## src/rtl/pow_est_pkg.sv

```systemverilog
// Shared defaults, window sizing and strobe FSM states for the I/Q power
// estimator that feeds the peak detector.
package pow_est_pkg;

  localparam int DEF_DATA_WIDTH = 16;
  localparam int DEF_POW_WIDTH  = 16;
  localparam int DEF_AVG_LOG2   = 4;
  localparam int DEF_HOLDOFF    = 64;

  localparam int WIN   = 1 << DEF_AVG_LOG2;
  localparam int SUM_W = DEF_POW_WIDTH + DEF_AVG_LOG2;

  // ST_ prefix keeps the labels clear of the HOLDOFF parameter name
  typedef enum logic [1:0] {
    ST_ARMED,
    ST_HOLDOFF,
    ST_WAIT_LOW
  } stb_state_e;

  function automatic int win_of(input int avg_log2);
    return 1 << avg_log2;
  endfunction

endpackage

```

## src/rtl/pow_est_strobe_moving_sum.sv

```systemverilog
// Moving average over the last 2^AVG_LOG2 power samples: circular delay line
// plus running sum. dout_avg/full describe the window including din.
module moving_sum
  import pow_est_pkg::*;
#(
  parameter int W        = DEF_POW_WIDTH,
  parameter int AVG_LOG2 = DEF_AVG_LOG2
) (
  input  logic         clk,
  input  logic         reset,
  input  logic         clear,
  input  logic         en,
  input  logic [W-1:0] din,
  output logic [W-1:0] dout_avg,
  output logic         full
);

  localparam int DEPTH  = win_of(AVG_LOG2);
  localparam int ACC_W  = W + AVG_LOG2;
  localparam int FILL_W = AVG_LOG2 + 1;

  logic [W-1:0]        dline [DEPTH];
  logic [AVG_LOG2-1:0] wr_ptr;
  logic [ACC_W-1:0]    sum_q;
  logic [ACC_W-1:0]    sum_d;
  logic [FILL_W-1:0]   fill;

  // unwritten slots are zero, so the oldest entry of a partial window adds nothing
  assign sum_d    = sum_q + ACC_W'(din) - ACC_W'(dline[wr_ptr]);
  assign dout_avg = sum_d[ACC_W-1:AVG_LOG2];
  assign full     = (fill >= FILL_W'(DEPTH - 1));

  always_ff @(posedge clk or negedge reset) begin
    if (!reset) begin
      for (int k = 0; k < DEPTH; k++) dline[k] <= '0;
      wr_ptr <= '0;
      sum_q  <= '0;
      fill   <= '0;
    end else if (clear) begin
      for (int k = 0; k < DEPTH; k++) dline[k] <= '0;
      wr_ptr <= '0;
      sum_q  <= '0;
      fill   <= '0;
    end else if (en) begin
      dline[wr_ptr] <= din;
      wr_ptr        <= wr_ptr + AVG_LOG2'(1);
      sum_q         <= sum_d;
      if (fill != FILL_W'(DEPTH)) fill <= fill + FILL_W'(1);
    end
  end

endmodule

```

## src/rtl/pow_est_strobe.sv

```systemverilog
// I/Q power estimator: square, sum/scale, moving average and a threshold
// strobe with holdoff and hysteresis, delay-matched to the I/Q pass-through.
module pow_est_strobe
  import pow_est_pkg::*;
#(
  parameter int DATA_WIDTH = DEF_DATA_WIDTH,
  parameter int POW_WIDTH  = DEF_POW_WIDTH,
  parameter int AVG_LOG2   = DEF_AVG_LOG2,
  parameter int HOLDOFF    = DEF_HOLDOFF
) (
  input  logic                    clk,
  input  logic                    reset,
  input  logic                    clear,
  input  logic [POW_WIDTH-1:0]    thresh_hi,
  input  logic [POW_WIDTH-1:0]    thresh_lo,
  input  logic [2*DATA_WIDTH-1:0] in_tdata,
  input  logic                    in_tvalid,
  input  logic                    in_tlast,
  output logic                    in_tready,
  output logic [2*DATA_WIDTH-1:0] out_tdata,
  output logic                    out_tvalid,
  output logic                    out_tlast,
  input  logic                    out_tready,
  output logic [POW_WIDTH-1:0]    pow_out,
  output logic                    peak_stb_out
);

  localparam int DW   = DATA_WIDTH;
  localparam int MW   = 2 * DATA_WIDTH;
  localparam int HC_W = $clog2(HOLDOFF + 1);
  localparam logic [MW-1:0] P_MAX = MW'((64'd1 << POW_WIDTH) - 64'd1);

  logic en;
  assign en        = out_tready | ~out_tvalid;
  assign in_tready = en & ~clear;

  logic signed [DW-1:0] in_i;
  logic signed [DW-1:0] in_q;
  assign in_i = in_tdata[MW-1:DW];
  assign in_q = in_tdata[DW-1:0];

  logic                 s1_valid;
  logic                 s1_last;
  logic [MW-1:0]        s1_data;
  logic signed [MW-1:0] s1_i2;
  logic signed [MW-1:0] s1_q2;

  always_ff @(posedge clk or negedge reset) begin
    if (!reset) begin
      s1_valid <= 1'b0;
      s1_last  <= 1'b0;
      s1_data  <= '0;
      s1_i2    <= '0;
      s1_q2    <= '0;
    end else if (clear) begin
      s1_valid <= 1'b0;
      s1_last  <= 1'b0;
      s1_data  <= '0;
      s1_i2    <= '0;
      s1_q2    <= '0;
    end else if (en) begin
      s1_valid <= in_tvalid;
      s1_last  <= in_tlast;
      s1_data  <= in_tdata;
      s1_i2    <= MW'(in_i) * MW'(in_i);
      s1_q2    <= MW'(in_q) * MW'(in_q);
    end
  end

  // both squares are non-negative, so their sum fits MW bits unsigned
  logic [MW-1:0]        mag;
  logic [MW-1:0]        p_wide;
  logic [POW_WIDTH-1:0] p_sat;
  assign mag    = $unsigned(s1_i2) + $unsigned(s1_q2);
  assign p_wide = mag >> DW;
  assign p_sat  = (p_wide > P_MAX) ? P_MAX[POW_WIDTH-1:0] : p_wide[POW_WIDTH-1:0];

  logic                 s2_valid;
  logic                 s2_last;
  logic [MW-1:0]        s2_data;
  logic [POW_WIDTH-1:0] s2_p;

  always_ff @(posedge clk or negedge reset) begin
    if (!reset) begin
      s2_valid <= 1'b0;
      s2_last  <= 1'b0;
      s2_data  <= '0;
      s2_p     <= '0;
    end else if (clear) begin
      s2_valid <= 1'b0;
      s2_last  <= 1'b0;
      s2_data  <= '0;
      s2_p     <= '0;
    end else if (en) begin
      s2_valid <= s1_valid;
      s2_last  <= s1_last;
      s2_data  <= s1_data;
      s2_p     <= p_sat;
    end
  end

  logic                 adv;
  logic [POW_WIDTH-1:0] ms_avg;
  logic                 ms_full;
  assign adv = en & s2_valid;

  moving_sum #(
    .W        (POW_WIDTH),
    .AVG_LOG2 (AVG_LOG2)
  ) u_moving_sum (
    .clk      (clk),
    .reset    (reset),
    .clear    (clear),
    .en       (adv),
    .din      (s2_p),
    .dout_avg (ms_avg),
    .full     (ms_full)
  );

  stb_state_e      state_q;
  stb_state_e      state_d;
  logic [HC_W-1:0] hcnt_q;
  logic [HC_W-1:0] hcnt_d;
  logic            fire;

  always_ff @(posedge clk or negedge reset) begin
    if (!reset) begin
      state_q <= ST_ARMED;
      hcnt_q  <= '0;
    end else if (clear) begin
      state_q <= ST_ARMED;
      hcnt_q  <= '0;
    end else begin
      state_q <= state_d;
      hcnt_q  <= hcnt_d;
    end
  end

  // the FSM only moves on beats entering the output stage
  always_comb begin
    state_d = state_q;
    hcnt_d  = hcnt_q;
    fire    = 1'b0;
    if (adv) begin
      case (state_q)
        ST_ARMED: begin
          if (ms_full && (ms_avg > thresh_hi)) begin
            fire    = 1'b1;
            state_d = ST_HOLDOFF;
            hcnt_d  = '0;
          end
        end
        ST_HOLDOFF: begin
          if (hcnt_q == HC_W'(HOLDOFF - 1)) state_d = ST_WAIT_LOW;
          else                              hcnt_d  = hcnt_q + HC_W'(1);
        end
        ST_WAIT_LOW: begin
          if (ms_avg <= thresh_lo) state_d = ST_ARMED;
        end
        default: state_d = ST_ARMED;
      endcase
    end
  end

  always_ff @(posedge clk or negedge reset) begin
    if (!reset) begin
      out_tvalid   <= 1'b0;
      out_tlast    <= 1'b0;
      out_tdata    <= '0;
      pow_out      <= '0;
      peak_stb_out <= 1'b0;
    end else if (clear) begin
      out_tvalid   <= 1'b0;
      out_tlast    <= 1'b0;
      out_tdata    <= '0;
      pow_out      <= '0;
      peak_stb_out <= 1'b0;
    end else if (en) begin
      out_tvalid   <= s2_valid;
      peak_stb_out <= fire;
      if (s2_valid) begin
        out_tdata <= s2_data;
        out_tlast <= s2_last;
        pow_out   <= ms_avg;
      end
    end
  end

endmodule

```

## config.mk

```make
export PLATFORM = sky130hd
export DESIGN_NAME = pow_est_strobe
export DESIGN_NICKNAME = d
export VERILOG_FILES = /design/src/rtl/pow_est_pkg.sv /design/src/rtl/pow_est_strobe_moving_sum.sv /design/src/rtl/pow_est_strobe.sv
export SDC_FILE = /design/constraint.sdc
export NUM_CORES = 2
export LEC_CHECK = 0
export BUFFER_PORTS_ARGS = -buffer_cell sky130_fd_sc_hd__buf_2
export CAP_MARGIN = 20
export CELL_PAD_IN_SITES_DETAIL_PLACEMENT = 0
export CELL_PAD_IN_SITES_GLOBAL_PLACEMENT = 1
export CORE_ASPECT_RATIO = 0.9
export CORE_MARGIN = 1
export CORE_UTILIZATION = 30
export DETAILED_ROUTE_END_ITERATION = 7
export HOLD_SLACK_MARGIN = 0.1
export PLACE_DENSITY = 0.51
export SLEW_MARGIN = 20
export SYNTH_ARGS = -nofsm -noshare
export SYNTH_HDL_FRONTEND = slang
export SYNTH_SLANG_ARGS = --single-unit
export TNS_END_PERCENT = 100
```

## constraint.sdc

```tcl
create_clock -name clk -period 6.3 [get_ports clk]
set_input_delay 1.26 -clock clk [delete_from_list [all_inputs] [get_ports clk]]
set_output_delay 1.26 -clock clk [all_outputs]
set_load 0.1 [all_outputs]
```

---- Yosys cells after proc, flatten, opt, wreduce, memory -nomap -nowiden ----
Cells that the tools add are included.
word-level totals
  bits in registers ....................... 493
  output and inout port bits .............. 52
cells by class
  add/sub/neg operators ................... 6
  $mul .................................... 2
  order comparisons ....................... 6
  equality and inequality tests ........... 8
  muxes and demuxes ....................... 61
  bitwise gates (word level) .............. 6
  reductions and logical operators ........ 12
operators by type and width
  kind                  count
  $mux 256              2
  $mux 32               11
  $bwmux 256            1
  $mux 16               9
  $bmux 16 s4           1
  $demux 16 s4          1
  $mul 16x16->32        2
  $mux 20               2
  $add 32x32->32        1
  $mux 7                4
  $add 20x16->20        1
  $sub 20x16->20        1
  $mux 1                18
  $gt 16x16->1          1
  $gt 16x16->1 const B  1
  $le 16x16->1          1
  $mux 5                3
  $pmux 7 s2            1
  $ne 3x3->1 const B    4
  $mux 2                5
  $mux 4                2
  $reduce_and 4->1      2
  $reduce_bool 2->1     4
  $add 7x1->7 const B   1
  18 further kinds      22

---- Longest topological paths before layout ----
  word-level depth ........................ 12
  mapped depth ............................ 27
  depth with buffers taken out ............ 24

---- Cells and area by module ----
Synthesis repeated with hierarchy kept, for this count alone.
unflattened totals
  cell total of the unflattened synthesis .. 4415
  area total of the unflattened synthesis .. 42096.6 µm²
modules (own cells, without submodules)
  module          instances  cells each  area an instance (µm²)  seq. area each (µm²)
  pow_est_strobe  1          2779        26964.6                 5104.9
  moving_sum      1          1636        15132.0                 7131.8

---- Worst setup path before layout ----
Ideal clock, no wire load.
  path kind ............................... in2reg
  from .................................... in in_tdata[4]
  to ...................................... reg s1_q2[30]
  library setup time ...................... 124 ps
  data arrival time ....................... 7100 ps
  path slack .............................. -924 ps
  cell stages on the path ................. 19
  buffers on the path ..................... 2
  path through ............................ clkbuf_1 clkbuf_1 nand2_1 fa_1 inv_1 fa_1 inv_1 fa_1 fa_1 inv_1 fa_1 fa_1 ha_1 and3_1 a221o_1 a21oi_1 nand2_1 a2111o_1 a211o_1
on the way
  cells in the longest elaborated chain, start to end .. 3
RTL lines
  what                  line                  text
  from (decl)           pow_est_strobe.sv:16  input logic [2*DATA_WIDTH-1:0] in_tdata,
  $mul 16x16->32        pow_est_strobe.sv:66  s1_q2 <= MW'(in_q) * MW'(in_q);
  $mux 32               pow_est_strobe.sv:61  end else if (en) begin
  $mux 32               pow_est_strobe.sv:55  end else if (clear) begin
  to (signal assigned)  pow_est_strobe.sv:66
  to (decl)             pow_est_strobe.sv:46  logic signed [MW-1:0] s1_q2;
No other way between the ends. The select of a mux whose other input is x is not followed.
A chain may end at the register's enable or synchronous reset.

---- Worst setup path after layout ----
  from .................................... reg u_moving_sum.wr_ptr[0]
  to ...................................... reg hcnt_q[3]
on the way
  cells in the longest elaborated chain, start to end .. 9
RTL lines
  what                                        line                             text
  from (decl)                                 pow_est_strobe_moving_sum.sv:23  logic [AVG_LOG2-1:0] wr_ptr;
  from (signal assigned)                      pow_est_strobe_moving_sum.sv:46  wr_ptr <= wr_ptr + AVG_LOG2'(1);
  $not 4->5 (implied by the code)             pow_est_strobe_moving_sum.sv:29  assign sum_d = sum_q + ACC_W'(din) - ACC_W'(dline[wr_ptr]);
  $bmux 16 s4                                 pow_est_strobe_moving_sum.sv:29
  $mux 16 (implied by the code) (2 in a row)  pow_est_strobe_moving_sum.sv:29
  $sub 20x16->20                              pow_est_strobe_moving_sum.sv:29
  $gt 16x16->1                                pow_est_strobe.sv:147            if (ms_full && (ms_avg > thresh_hi)) begin
  $logic_and 1x1->1                           pow_est_strobe.sv:147
  $ne 3x3->1 (no source line)                 n/a
  $reduce_and 4->1 (no source line)           n/a
  to (signal assigned)                        pow_est_strobe.sv:135            hcnt_q <= hcnt_d;
  to (decl)                                   pow_est_strobe.sv:122            logic [HC_W-1:0] hcnt_q;
No other way between the ends. The select of a mux whose other input is x is not followed.

==> metrics.md <==
| Metric | Value |
|---|---|
| Post-synth cell types | `75` |
| # H-tree levels | `2` |
| Mean Syn Cell Area | `between 9 and 10 µm²` |
| Hold wc startpoint | `s2_data[31]` |
| Clock-pin slew on the worst setup and hold paths | `0.06 ns` |
| Initial antenna violation count | `4` |
| Top-Level Pins | `approximately 120` |
| CTS Buffer Depth | `3` |
| DP Wirelength | `roughly 100000 µm` |
| Mapped Area | `0.0423 mm²` |
| GRT Util Overall | `0.188` |
| GRT overflow | `0` |
| Final setup fails | `9` |
| Multi-input logic area | `~0.028 mm²` |
| Reg2reg end | `hcnt_q[3]` |
| CP arrival | `6.98 ns` |
| Worst-margin pin slew | `around 1.2 ns` |
| Sequential cell area fraction in the yosys report | `0.289` |
| FILL cells | `roughly 14000` |
| Failing checks | `setup timing` |
| Iter 0 DRT Violations | `1706` |
| Final worst slack | `-0.120 ns` |
| Final Cycle Share | `1.02` |
| CTS root buf | `clkbuf_16` |
| Syn_nets | `5378` |
| Initial DRT Pass Iterations | `6` |
| Die ar. | `between 0.1 and 0.15 mm²` |
| Register Area | `0.0122 mm²` |
| Critical Path Fanout Max | `5` |
| Antenna viol nets, final | `0` |
| Gate Count Post-Synth | `4555` |
| Number of buffers created by CTS | `59` |
| Max-slew headroom | `0.224` |
| Worst path most repeated cell | `buf_6` |
| Synth Warn # | `0` |
| CTS sink cnt | `around 500` |
| Type of the worst setup path | `flip-flop to flip-flop` |
| Number of global-route vias before repair | `34000` |
| Drt wl/cell | `18.9 µm` |
| Post-route cell area | `0.0531 mm²` |
| # nets final | `5934` |
| Async set-or-reset flop fraction in the synthesized netlist | `1.00` |
| Setup crit end kind | `flip-flop` |
| RSZ-0062 raised after global routing | `yes` |
| Gpl congestion | `0.794` |
| Die width | `398 µm` |
| Seq cells post-synth | `489` |
| FF-to-FF Start | `u_moving_sum.wr_ptr[0]` |
| First-pass GRT wire length | `206000 µm` |
| Clk_lat worst skew | `0.69 ns` |
| FMAX | `156 MHz` |
| Worst Hold End | `out_tdata[31]` |
| Final Core Density | `0.380` |
| Hold Crit Class | `flip-flop to flip-flop` |
| Die Ht | `358 µm` |
| Top FF cell, synth | `dfrtp_1` |
| Data required time of the worst path | `6.86 ns` |
| Top Family by Delay on Critical Path | `compound AO/OA/AOI/OAI gates` |
| Hold Fails Final Rpt | `0` |
| Number of flops mapped to enable cells by yosys | `0` |
| Crit-path slowest cell | `mux4_2` |
| Critical Path Start Type | `flip-flop` |
| Area growth from synthesis to layout | `25.6%` |
| Port bufs | `121` |
| Clock Skew | `0.0506 ns` |
| Min-Delay Path Depth | `1` |
| Row count | `130` |
| Remaining DRCs | `0` |
| CP max stage delay | `between 0.5 and 0.6 ns` |
| Status | `finished, violations left` |
| Fin Hold WS | `0.460 ns` |
| Reg2reg path depth | `28` |
| Post-layout min period | `6.42 ns` |
| Vias/cell | `roughly 4.6` |
| Final wirelength | `~130000 µm` |
| Dpl cell area | `between 0.04 and 0.05 mm²` |
| Initial core utilization | `0.303` |
| Buffer and inverter count on the worst path | `7` |
| Largest net degree at the start of global routing | `between 100 and 150` |
| Max-Cap Viols | `0` |
| Max-slew violations | `0` |
| Layout cell share with drive strength beyond 1 | `0.226` |
| TritonCTS clock tree | `built` |
| Via count | `roughly 32000` |
| Core area | `0.140 mm²` |
| FF-to-FF setup slack | `-0.12 ns` |
-- cell usage after synthesis (5+ instances only) --
library cell  instances  area share
o21bai_1             11      0.0020
nor2b_1              14      0.0021
nand4_1              19      0.0028
a211o_1               5      0.0010
ha_1                257       0.076
a31oi_1              13      0.0019
o31ai_1               7      0.0012
dfrtp_1             489        0.29
a21oi_1             434       0.051
nand3_1              41      0.0049
xnor2_1              67       0.014
nor3b_1               6      0.0011
or3_1                 7      0.0010
nand3b_1              5     0.00089
xor2_1               30      0.0062
mux4_2               80       0.043
o21ai_0              71      0.0084
and2_1              108       0.016
mux2i_1               6      0.0014
fa_1                496        0.23
nor2_1              140       0.012
nand2b_1             27      0.0040
o21a_1               18      0.0032
o2111ai_1             6      0.0012
and3_1               14      0.0021
inv_1               790       0.070
a211oi_1             28      0.0050
clkbuf_1            206       0.018
buf_1                17      0.0015
nand2_1             924       0.082
nor3_1               26      0.0031
a22o_1               38      0.0079
a21o_1               70       0.012
o211ai_1              9      0.0016
-- cell type report --
cell class / count / share of cell area
Multi-Input combinational cell: 3048 / 0.522
Sequential cell: 489 / 0.231
Timing Repair Buffer: 722 / 0.109
Inverter: 791 / 0.0563
Tap cell: 1848 / 0.0435
Clock buffer: 89 / 0.0329
Clock inverter: 18 / 0.00587
Antenna cell: 1 / 0.0000471
-- layout by cell type, fill, tap and decap left out, types with 29 or more instances in the layout --
cell / instances
nor2_1: 112
buf_6: 36
ha_4: 32
xor2_1: 29
buf_2: 92
inv_1: 749
nand3_1: 34
a22o_1: 38
nand2_1: 902
and2_1: 93
ha_1: 223
o21ai_0: 45
a21o_1: 70
dfrtp_1: 487
mux4_2: 80
fa_1: 481
buf_4: 548
clkbuf_16: 61
xnor2_1: 60
a21oi_1: 411
inv_2: 33
-- kinds of logic (layout without fill, tap and decap cells) --
logic type	count (synthesis)	count (layout)	share of synthesized area
AO/OA/AOI/OAI	761	761	0.109
XOR/XNOR	97	97	0.0201
adder cells (fa/ha/maj)	753	753	0.311
buffers and inverters	1018	1620	0.0905
flip-flops	489	489	0.289
multiplexers	89	89	0.0448
other	0	1	0
AND/OR/NAND/NOR	1348	1348	0.135
-- layer usage --
layer	vias up	global-route usage	wire length, µm	part of all wire
li1	15600	-	-	-
met1	16200	0.266	62900	0.47
met2	449	0.307	62000	0.47
met3	129	0.0234	5000	0.038
met4	4	0.0423	2600	0.020
met5	-	0	28	0.00021
-- stage by stage --
stage          setup slack [ns]  setup TNS (ns)  std cells
6_report                 -0.120          -0.596       7006
5_1_grt                  -0.365           -3.69       7005
4_1_cts                -0.00475        -0.00475       6974
3_5_place_dp             -0.842          -26.08       6837
3_3_place_gp             -0.754          -26.07       6835
2_1_floorplan            -0.297           -2.11       4555
-- registers in the layout (all words and copies together) (netlist names), 7 cells and up --
name,flops
hcnt_q,7
out_tdata,32
pow_out,16
s1_data,32
s1_i2,30
s1_q2,30
s2_data,32
s2_p,16
u_moving_sum.dline,256
u_moving_sum.sum_q,20
-- how the worst max path moves through the flow --
stage,start,endpoint,slack [ns],cells after the start
floorplan,in_tdata[1],s1_q2[30],-0.30,22
global placement,u_moving_sum.wr_ptr[0],hcnt_q[5],-0.75,26
detailed placement,in_tdata[10],s1_q2[30],-0.84,22
CTS,u_moving_sum.wr_ptr[0],hcnt_q[5],-0.005,29
global route,u_moving_sum.wr_ptr[0],hcnt_q[5],-0.36,28
finish,u_moving_sum.wr_ptr[0],hcnt_q[3],-0.12,28
-- repair_timing --
action | in CTS | in global routing
pin swaps | 19 | 116
hold buffers | 0 | 0
gates resized for setup | 72 | 281
setup endpoints to repair | 14 | 41
setup buffers | 31 | 31
gates cloned | 1 | 2
hold endpoints to repair | 0 | 0
Power is left out: the tool's default activity adds up to more than one toggle a clock period on the data nets, which glitch-free logic cannot reach.
